## src/rtl/rv64_decode_stage_if.sv

```systemverilog
// Bundle between the IF/ID register, writeback and the decode stage, plus the
// ID/EX outputs and the early fetch redirect.
interface rv64_decode_stage_if;
    logic [31:0] InstrD;
    logic [63:0] PCD;
    logic [63:0] PCPlus4D;
    logic        RegWriteEnW;
    logic [4:0]  RDW;
    logic [63:0] ResultW;

    logic        RegWriteEnE;
    logic        MemtoRegE;
    logic        JALE;
    logic        MemReadEnE;
    logic        MemWriteEnE;
    logic        ALUSrcE;
    logic [2:0]  ALUOpE;
    logic [1:0]  MemSizeE;
    logic [1:0]  LoadSizeE;
    logic [4:0]  RdE;
    logic [63:0] ImmE;
    logic [63:0] ReadData1E;
    logic [63:0] ReadData2E;
    logic [63:0] PCPlus4E;
    logic        PCSF;
    logic [63:0] PCTargetD;

    // Decode stage side
    modport master (
        input  InstrD, PCD, PCPlus4D, RegWriteEnW, RDW, ResultW,
        output RegWriteEnE, MemtoRegE, JALE, MemReadEnE, MemWriteEnE, ALUSrcE,
        output ALUOpE, MemSizeE, LoadSizeE, RdE, ImmE, ReadData1E, ReadData2E,
        output PCPlus4E, PCSF, PCTargetD
    );

    // Fetch / execute / writeback side
    modport slave (
        output InstrD, PCD, PCPlus4D, RegWriteEnW, RDW, ResultW,
        input  RegWriteEnE, MemtoRegE, JALE, MemReadEnE, MemWriteEnE, ALUSrcE,
        input  ALUOpE, MemSizeE, LoadSizeE, RdE, ImmE, ReadData1E, ReadData2E,
        input  PCPlus4E, PCSF, PCTargetD
    );
endinterface

```

## src/rtl/rv64_decode_stage.sv

```systemverilog
// RV64 instruction-decode stage: register file with write-through bypass,
// control/immediate decode, early branch/jump resolution and the ID/EX register.
module rv64_decode_stage (
    input  logic clk,
    input  logic rst,
    rv64_decode_stage_if.master bus
);
    localparam logic [6:0] OPC_R      = 7'b0110011;
    localparam logic [6:0] OPC_I      = 7'b0010011;
    localparam logic [6:0] OPC_LOAD   = 7'b0000011;
    localparam logic [6:0] OPC_STORE  = 7'b0100011;
    localparam logic [6:0] OPC_BRANCH = 7'b1100011;
    localparam logic [6:0] OPC_JAL    = 7'b1101111;
    localparam logic [6:0] OPC_JALR   = 7'b1100111;
    localparam logic [6:0] OPC_LUI    = 7'b0110111;

    localparam logic [2:0] ALU_ADD = 3'b000;
    localparam logic [2:0] ALU_SUB = 3'b001;
    localparam logic [2:0] ALU_AND = 3'b010;
    localparam logic [2:0] ALU_OR  = 3'b011;
    localparam logic [2:0] ALU_XOR = 3'b100;
    localparam logic [2:0] ALU_SLL = 3'b101;
    localparam logic [2:0] ALU_SRL = 3'b110;
    localparam logic [2:0] ALU_SLT = 3'b111;

    function automatic logic [2:0] aluFromFunct3(input logic [2:0] f3);
        logic [2:0] op;
        case (f3)
            3'b000:  op = ALU_ADD;
            3'b111:  op = ALU_AND;
            3'b110:  op = ALU_OR;
            3'b100:  op = ALU_XOR;
            3'b001:  op = ALU_SLL;
            3'b101:  op = ALU_SRL;
            3'b010:  op = ALU_SLT;
            default: op = ALU_ADD;
        endcase
        return op;
    endfunction

    logic [6:0]  opcode;
    logic [2:0]  funct3;
    logic [6:0]  funct7;
    logic [4:0]  rs1Addr;
    logic [4:0]  rs2Addr;
    logic [63:0] regFile [32];
    logic [63:0] readData1;
    logic [63:0] readData2;
    logic [63:0] immD;
    logic [63:0] jalrTarget;

    logic        regWriteD;
    logic        memtoRegD;
    logic        jalD;
    logic        memReadD;
    logic        memWriteD;
    logic        aluSrcD;
    logic [2:0]  aluOpD;
    logic [1:0]  memSizeD;
    logic [1:0]  loadSizeD;
    logic        branchTaken;

    assign opcode  = bus.InstrD[6:0];
    assign funct3  = bus.InstrD[14:12];
    assign funct7  = bus.InstrD[31:25];
    // LUI has no rs1; its [19:15] bits belong to the immediate.
    assign rs1Addr = (opcode == OPC_LUI) ? 5'd0 : bus.InstrD[19:15];
    assign rs2Addr = bus.InstrD[24:20];

    // Register file write port; x0 is never written so it stays zero.
    always_ff @(posedge clk or negedge rst) begin
        if (!rst) begin
            for (int i = 0; i < 32; i++) begin
                regFile[i] <= 64'd0;
            end
        end else if (bus.RegWriteEnW && (bus.RDW != 5'd0)) begin
            regFile[bus.RDW] <= bus.ResultW;
        end else begin
            regFile[0] <= 64'd0;
        end
    end

    // Read ports with write-through bypass from writeback.
    always_comb begin
        readData1 = 64'd0;
        readData2 = 64'd0;
        if (rs1Addr == 5'd0) begin
            readData1 = 64'd0;
        end else if (bus.RegWriteEnW && (bus.RDW == rs1Addr)) begin
            readData1 = bus.ResultW;
        end else begin
            readData1 = regFile[rs1Addr];
        end
        if (rs2Addr == 5'd0) begin
            readData2 = 64'd0;
        end else if (bus.RegWriteEnW && (bus.RDW == rs2Addr)) begin
            readData2 = bus.ResultW;
        end else begin
            readData2 = regFile[rs2Addr];
        end
    end

    // Control and immediate decode; unknown opcodes decode to a bubble.
    always_comb begin
        regWriteD = 1'b0;
        memtoRegD = 1'b0;
        jalD      = 1'b0;
        memReadD  = 1'b0;
        memWriteD = 1'b0;
        aluSrcD   = 1'b0;
        aluOpD    = ALU_ADD;
        memSizeD  = 2'b00;
        loadSizeD = 2'b00;
        immD      = 64'd0;
        case (opcode)
            OPC_R: begin
                regWriteD = 1'b1;
                aluOpD    = ((funct3 == 3'b000) && (funct7 == 7'b0100000)) ? ALU_SUB
                                                                          : aluFromFunct3(funct3);
            end
            OPC_I: begin
                regWriteD = 1'b1;
                aluSrcD   = 1'b1;
                aluOpD    = aluFromFunct3(funct3);
                immD      = {{52{bus.InstrD[31]}}, bus.InstrD[31:20]};
            end
            OPC_LOAD: begin
                regWriteD = 1'b1;
                aluSrcD   = 1'b1;
                memReadD  = 1'b1;
                memtoRegD = 1'b1;
                loadSizeD = funct3[1:0];
                immD      = {{52{bus.InstrD[31]}}, bus.InstrD[31:20]};
            end
            OPC_STORE: begin
                aluSrcD   = 1'b1;
                memWriteD = 1'b1;
                memSizeD  = funct3[1:0];
                immD      = {{52{bus.InstrD[31]}}, bus.InstrD[31:25], bus.InstrD[11:7]};
            end
            OPC_BRANCH: begin
                aluOpD = ALU_SUB;
                immD   = {{52{bus.InstrD[31]}}, bus.InstrD[7], bus.InstrD[30:25],
                          bus.InstrD[11:8], 1'b0};
            end
            OPC_JAL: begin
                regWriteD = 1'b1;
                jalD      = 1'b1;
                aluSrcD   = 1'b1;
                immD      = {{44{bus.InstrD[31]}}, bus.InstrD[19:12], bus.InstrD[20],
                             bus.InstrD[30:21], 1'b0};
            end
            OPC_JALR: begin
                regWriteD = 1'b1;
                jalD      = 1'b1;
                aluSrcD   = 1'b1;
                immD      = {{52{bus.InstrD[31]}}, bus.InstrD[31:20]};
            end
            OPC_LUI: begin
                regWriteD = 1'b1;
                aluSrcD   = 1'b1;
                immD      = {{32{bus.InstrD[31]}}, bus.InstrD[31:12], 12'd0};
            end
            default: begin
                regWriteD = 1'b0;
            end
        endcase
    end

    // Only BEQ and BNE resolve here; other branch funct3 values never redirect.
    always_comb begin
        branchTaken = 1'b0;
        if (opcode == OPC_BRANCH) begin
            case (funct3)
                3'b000:  branchTaken = (readData1 == readData2);
                3'b001:  branchTaken = (readData1 != readData2);
                default: branchTaken = 1'b0;
            endcase
        end else begin
            branchTaken = 1'b0;
        end
    end

    assign jalrTarget    = (readData1 + immD) & ~64'd1;
    assign bus.PCTargetD = (opcode == OPC_JALR) ? jalrTarget : (bus.PCD + immD);
    assign bus.PCSF      = (opcode == OPC_JAL) | (opcode == OPC_JALR) | branchTaken;

    // ID/EX pipeline register.
    always_ff @(posedge clk or negedge rst) begin
        if (!rst) begin
            bus.RegWriteEnE <= 1'b0;
            bus.MemtoRegE   <= 1'b0;
            bus.JALE        <= 1'b0;
            bus.MemReadEnE  <= 1'b0;
            bus.MemWriteEnE <= 1'b0;
            bus.ALUSrcE     <= 1'b0;
            bus.ALUOpE      <= 3'd0;
            bus.MemSizeE    <= 2'd0;
            bus.LoadSizeE   <= 2'd0;
            bus.RdE         <= 5'd0;
            bus.ImmE        <= 64'd0;
            bus.ReadData1E  <= 64'd0;
            bus.ReadData2E  <= 64'd0;
            bus.PCPlus4E    <= 64'd0;
        end else begin
            bus.RegWriteEnE <= regWriteD;
            bus.MemtoRegE   <= memtoRegD;
            bus.JALE        <= jalD;
            bus.MemReadEnE  <= memReadD;
            bus.MemWriteEnE <= memWriteD;
            bus.ALUSrcE     <= aluSrcD;
            bus.ALUOpE      <= aluOpD;
            bus.MemSizeE    <= memSizeD;
            bus.LoadSizeE   <= loadSizeD;
            bus.RdE         <= bus.InstrD[11:7];
            bus.ImmE        <= immD;
            bus.ReadData1E  <= readData1;
            bus.ReadData2E  <= readData2;
            bus.PCPlus4E    <= bus.PCPlus4D;
        end
    end
endmodule

```

## src/flat_wrapper.sv

```systemverilog
// flat-port wrapper written by rule: the top's interface ports become plain ports
module rv64_decode_stage_flat 
  (clk, rst, bus_InstrD, bus_PCD, bus_PCPlus4D, bus_RegWriteEnW, bus_RDW, bus_ResultW, bus_RegWriteEnE, bus_MemtoRegE, bus_JALE, bus_MemReadEnE, bus_MemWriteEnE, bus_ALUSrcE, bus_ALUOpE, bus_MemSizeE, bus_LoadSizeE, bus_RdE, bus_ImmE, bus_ReadData1E, bus_ReadData2E, bus_PCPlus4E, bus_PCSF, bus_PCTargetD);
  rv64_decode_stage_if bus_i ();
  input  logic clk;
  input  logic rst;
  input wire logic [$bits(bus_i.InstrD)-1:0] bus_InstrD;
  input wire logic [$bits(bus_i.PCD)-1:0] bus_PCD;
  input wire logic [$bits(bus_i.PCPlus4D)-1:0] bus_PCPlus4D;
  input wire logic [$bits(bus_i.RegWriteEnW)-1:0] bus_RegWriteEnW;
  input wire logic [$bits(bus_i.RDW)-1:0] bus_RDW;
  input wire logic [$bits(bus_i.ResultW)-1:0] bus_ResultW;
  output wire logic [$bits(bus_i.RegWriteEnE)-1:0] bus_RegWriteEnE;
  output wire logic [$bits(bus_i.MemtoRegE)-1:0] bus_MemtoRegE;
  output wire logic [$bits(bus_i.JALE)-1:0] bus_JALE;
  output wire logic [$bits(bus_i.MemReadEnE)-1:0] bus_MemReadEnE;
  output wire logic [$bits(bus_i.MemWriteEnE)-1:0] bus_MemWriteEnE;
  output wire logic [$bits(bus_i.ALUSrcE)-1:0] bus_ALUSrcE;
  output wire logic [$bits(bus_i.ALUOpE)-1:0] bus_ALUOpE;
  output wire logic [$bits(bus_i.MemSizeE)-1:0] bus_MemSizeE;
  output wire logic [$bits(bus_i.LoadSizeE)-1:0] bus_LoadSizeE;
  output wire logic [$bits(bus_i.RdE)-1:0] bus_RdE;
  output wire logic [$bits(bus_i.ImmE)-1:0] bus_ImmE;
  output wire logic [$bits(bus_i.ReadData1E)-1:0] bus_ReadData1E;
  output wire logic [$bits(bus_i.ReadData2E)-1:0] bus_ReadData2E;
  output wire logic [$bits(bus_i.PCPlus4E)-1:0] bus_PCPlus4E;
  output wire logic [$bits(bus_i.PCSF)-1:0] bus_PCSF;
  output wire logic [$bits(bus_i.PCTargetD)-1:0] bus_PCTargetD;
  assign bus_i.InstrD = bus_InstrD;
  assign bus_i.PCD = bus_PCD;
  assign bus_i.PCPlus4D = bus_PCPlus4D;
  assign bus_i.RegWriteEnW = bus_RegWriteEnW;
  assign bus_i.RDW = bus_RDW;
  assign bus_i.ResultW = bus_ResultW;
  assign bus_RegWriteEnE = bus_i.RegWriteEnE;
  assign bus_MemtoRegE = bus_i.MemtoRegE;
  assign bus_JALE = bus_i.JALE;
  assign bus_MemReadEnE = bus_i.MemReadEnE;
  assign bus_MemWriteEnE = bus_i.MemWriteEnE;
  assign bus_ALUSrcE = bus_i.ALUSrcE;
  assign bus_ALUOpE = bus_i.ALUOpE;
  assign bus_MemSizeE = bus_i.MemSizeE;
  assign bus_LoadSizeE = bus_i.LoadSizeE;
  assign bus_RdE = bus_i.RdE;
  assign bus_ImmE = bus_i.ImmE;
  assign bus_ReadData1E = bus_i.ReadData1E;
  assign bus_ReadData2E = bus_i.ReadData2E;
  assign bus_PCPlus4E = bus_i.PCPlus4E;
  assign bus_PCSF = bus_i.PCSF;
  assign bus_PCTargetD = bus_i.PCTargetD;
  rv64_decode_stage u_core (.clk(clk), .rst(rst), .bus(bus_i));
endmodule
```

## config.mk

```make
export PLATFORM = sky130hd
export DESIGN_NAME = rv64_decode_stage_flat
export DESIGN_NICKNAME = d
export VERILOG_FILES = /design/src/rtl/rv64_decode_stage_if.sv /design/src/rtl/rv64_decode_stage.sv /design/src/flat_wrapper.sv
export SDC_FILE = /design/constraint.sdc
export NUM_CORES = 2
export LEC_CHECK = 0
export CORE_MARGIN = 8
export CORE_UTILIZATION = 62
export DETAILED_ROUTE_END_ITERATION = 16
export PLACE_DENSITY_LB_ADDON = 0.2
export SYNTH_ARGS = -nofsm -noshare
export SYNTH_HDL_FRONTEND = slang
export SYNTH_SLANG_ARGS = --single-unit
```

## constraint.sdc

```tcl
create_clock -name clk -period 13.3 [get_ports clk]
set_clock_uncertainty 0.15 [all_clocks]
set_input_delay 1.995 -clock clk [delete_from_list [all_inputs] [get_ports clk]]
set_output_delay 1.995 -clock clk [all_outputs]
set_load 0.01 [all_outputs]
```

==> results.json <==
{
  "crit_arrival_ns": 10.68,
  "drt-vias-per-instance": 7.514,
  "antenna_found_initial": 40,
  "failed_checks": "capacitance limit, slew limit",
  "grt_pass1_vias": 98549,
  "synth.top_cell.area_share_pct": 44.97,
  "area_growth_syn_to_fin_pct": 12.61,
  "drtIter0Drc": 15285,
  "cp.required_ns": 11.15,
  "synth_edf_count": 0,
  "synth_area_sq_um": 127400,
  "ctsRootBufferMaster": "sky130_fd_sc_hd__clkbuf_16",
  "synthesis.yosys.warnings": 0,
  "timing.setup.tns_ns": 0,
  "post_drt_wl_per_cell_um": 36.33,
  "kind_of_cell_adding_the_most_delay_to_the_critical_path": "simple AND/OR/NAND/NOR gates",
  "critPathLaunchType": "input pin",
  "clock_insertion_delay_worst_skew_ns": 0.91,
  "ys_types": 121,
  "critical_path.reg2reg.startpoint": "u_core.regFile[486]",
  "yosys.area.top_type": "sky130_fd_sc_hd__dfrtp_1",
  "post-route-worst-setup-slack_ns": 0.4725,
  "dp.cells": 12695,
  "seqCellArea_sq_um": 57280,
  "cts_hold_buffers_added": 0,
  "globalRoute.totalOverflow": 0,
  "worstHoldEndpoint": "u_core.regFile[1443]",
  "crit_path_max_incr_delay_ns": 1.29,
  "detail_route.first_pass.iterations": 10,
  "setup.worst_path.end_class": "output port",
  "cts_resized": 0,
  "fp-row-count": 166,
  "critical-path-slowest-cell": "sky130_fd_sc_hd__nor4_1",
  "ios": 571,
  "totalPowerFinal_mw": 21.14,
  "die_outline_area_sq_um": 220200,
  "cts.htree.levels": 4,
  "max-cap-violations": 1,
  "synthesis.area_per_instance_sq_um": 12.58,
  "routabilityCongestion": 0.9655,
  "cp.buffers_inverters": 4,
  "cts-buffers-inserted": 236,
  "postCtsSetupBuffers": 0,
  "clock_pin_slew_of_the_registers_on_the_worst_case_setup_and_hold_paths_ns": 0.06,
  "cts_tree": "built",
  "grt_usage_pct": 42.08,
  "synth_seq_cells": 2289,
  "drtAntennaViolNets": 0,
  "path_cells": "clkdlybuf4s50_1 > nand3b_4 > o21ai_4 > buf_4 > buf_4 > o22ai_1 > a221oi_1 > a221oi_1 > nor2_1 > xor2_1 > nor4_1 > nand4_1 > nor4_1 > nand4_1 > xor2_1 > o41ai_2 > clkdlybuf4s50_1",
  "cts.sinks": 2289,
  "hold_viol": 0,
  "hold_path_start": "u_core.regFile[1443]",
  "final.min_clock_period_ns": 12.83,
  "max_slew_headroom_pct": -5.210,
  "layoutNonFillerInstCount": 13168,
  "start_util_pct": 62.32,
  "cell_count_of_the_worst_hold_path": 2,
  "crit_path_max_fanout": 35,
  "tightestPinTransition_ns": 1.564,
  "crit-reg2reg-capture": "u_core.bus.ReadData1E[38]",
  "outcome": "finished, violations left",
  "dieWidth_um": 469.3,
  "yosysMostFrequentCell": "sky130_fd_sc_hd__dfrtp_1",
  "top_cells_by_instance_count_after_synthesis": "sky130_fd_sc_hd__dfrtp_1, sky130_fd_sc_hd__mux2_2, sky130_fd_sc_hd__nand2_1",
  "drive_gt1_share_pct": 35.33,
  "multiInputGateArea_sq_um": 65460,
  "post-dp-hpwl_um": 291100,
  "fin_crit_sh_pct": 96.45,
  "rr_worst_depth": 5,
  "dp_worst_setup_slack_ns": 0.9395,
  "io_buffers": 570,
  "hold_path.class": "flop to flop",
  "synth_flop_cell": "sky130_fd_sc_hd__dfrtp_1",
  "fin_hold_ws_ns": 0.3533,
  "setup_repair_after_global_routing_missed_its_margin": "false",
  "timing.final.max_slew_violations": 2,
  "fmax_mhz": 77.96,
  "num_vias": 98949,
  "post_synth_inst_count": 10122,
  "leakage_nw": 62.00,
  "detail_route.drc_violations": 0,
  "core-area_sq_um": 204400,
  "maximum_number_of_buffers_from_clock_root_to_sink": 3,
  "async_flop_share_pct": 100.0,
  "postSynthNetCount": 10420,
  "largest_net_degree_at_the_start_of_global_routing": 179,
  "crit_type": "input pin to output port",
  "vdd_ir_drop_max_uv": 162.5,
  "synth.area.top_cells": "sky130_fd_sc_hd__dfrtp_1, sky130_fd_sc_hd__mux2_2, sky130_fd_sc_hd__mux4_2",
  "critPathLaunch": "bus_InstrD[4]",
  "fillerInstances": 14219,
  "worst-r2r-setup-slack_ns": 9.96,
  "chipHeight_um": 469.3,
  "ys_seq_area_share_pct": 44.97,
  "setup-violations-final": 0,
  "power_per_cell_area_nw_per_um2": 147.4,
  "drt-total-wl_um": 478400,
  "nets": 10543,
  "grt_first_pass_wirelength_um": 690400
}
## cells by family after synthesis
family / after synthesis / share of synthesized area (%)
and+or+nand+nor: 1745 / 6.427
DFF: 2289 / 44.97
buffers and inverters: 1114 / 4.123
muxes: 3094 / 33.51
xor gates and xnor gates: 199 / 1.368
AOI/OAI and AO/OA: 1614 / 8.932
adders and majority gates: 67 / 0.6680
## state kept, by name, indices dropped and copies added, names as in the netlist, 2 cells and up
| register | flops |
|---|---|
| u_core.bus.LoadSizeE | 2 |
| u_core.bus.PCPlus4E | 64 |
| u_core.bus.ReadData1E | 64 |
| u_core.bus.RdE | 5 |
| u_core.bus.ReadData2E | 64 |
| u_core.bus.ImmE | 32 |
| u_core.bus.ALUOpE | 3 |
| u_core.bus.MemSizeE | 2 |
| u_core.regFile | 2048 |
## layout by cell type, fill, tap and decap left out, types with 88 or more instances in the layout
cell	netlist	routed
sky130_fd_sc_hd__nor2b_1	118	117
sky130_fd_sc_hd__a211oi_1	254	233
sky130_fd_sc_hd__nand3_1	173	168
sky130_fd_sc_hd__o21ai_0	183	181
sky130_fd_sc_hd__nand2_1	727	714
sky130_fd_sc_hd__o22ai_1	98	98
sky130_fd_sc_hd__mux2i_1	312	312
sky130_fd_sc_hd__dfrtp_1	2289	2289
sky130_fd_sc_hd__a21oi_1	282	279
sky130_fd_sc_hd__buf_4	81	318
sky130_fd_sc_hd__clkbuf_16	0	239
sky130_fd_sc_hd__clkdlybuf4s50_1	0	559
sky130_fd_sc_hd__and2_1	88	88
sky130_fd_sc_hd__xnor2_1	131	131
sky130_fd_sc_hd__a31oi_1	163	163
sky130_fd_sc_hd__mux2_2	2049	2049
sky130_fd_sc_hd__nor2_1	309	294
sky130_fd_sc_hd__mux4_2	726	726
## power breakdown
part           switching, mW  internal (mW)
Combinational           2.37           2.55
Sequential             0.991           8.25
Clock                   2.95           4.04
Total                   6.31           14.8
## metal layers
metal  wire length [um]  GRT usage (%)  share of wire, %  up-vias
met1             164200          52.80                34    50090
met5                143              0             0.030        -
li1                   -              -                 -    38460
met3              63200          13.60                13     2255
met4              43620          30.68               9.1       22
met2             207200          61.49                43     8122
## final cells by class
type | instances | area share, %
Antenna cell | 30 | 0.05234
Multi-Input combinational cell | 6719 | 45.64
Inverter | 76 | 0.1998
Timing Repair Buffer | 923 | 6.157
Clock inverter | 94 | 0.7999
Tap cell | 2688 | 2.345
Clock buffer | 349 | 4.876
Sequential cell | 2289 | 39.93
## worst max-delay path by stage
stage          cells past startpoint  slack [ns]                end
3_3_place_gp                      26        0.98  bus_PCTargetD[47]
3_5_place_dp                      28        0.94  bus_PCTargetD[58]
5_1_grt                           25        0.25  bus_PCTargetD[51]
6_report                          17        0.47           bus_PCSF
4_1_cts                           28        0.92  bus_PCTargetD[58]
2_1_floorplan                     30        2.70  bus_PCTargetD[62]
## per-stage QoR
| stage | utilization, % | area, sq um |
|---|---|---|
| 5_1_grt | 70.16 | 143400 |
| 2_1_floorplan | - | 127400 |
| 3_3_place_gp | 66.16 | 135200 |
| 4_1_cts | 70.15 | 143400 |
| 3_5_place_dp | 66.16 | 135200 |
| 6_report | 70.18 | 143400 |
## worst reg2reg max path, cell delays in order, from the launching register on
cell                       delay (ns)
sky130_fd_sc_hd__dfrtp_1         0.40
sky130_fd_sc_hd__or4_1           0.49
sky130_fd_sc_hd__a31oi_1         0.25
sky130_fd_sc_hd__a211oi_1        0.11
sky130_fd_sc_hd__o31ai_2         1.12
sky130_fd_sc_hd__nor2_1          0.53
(Power assumes the default switching activity.)
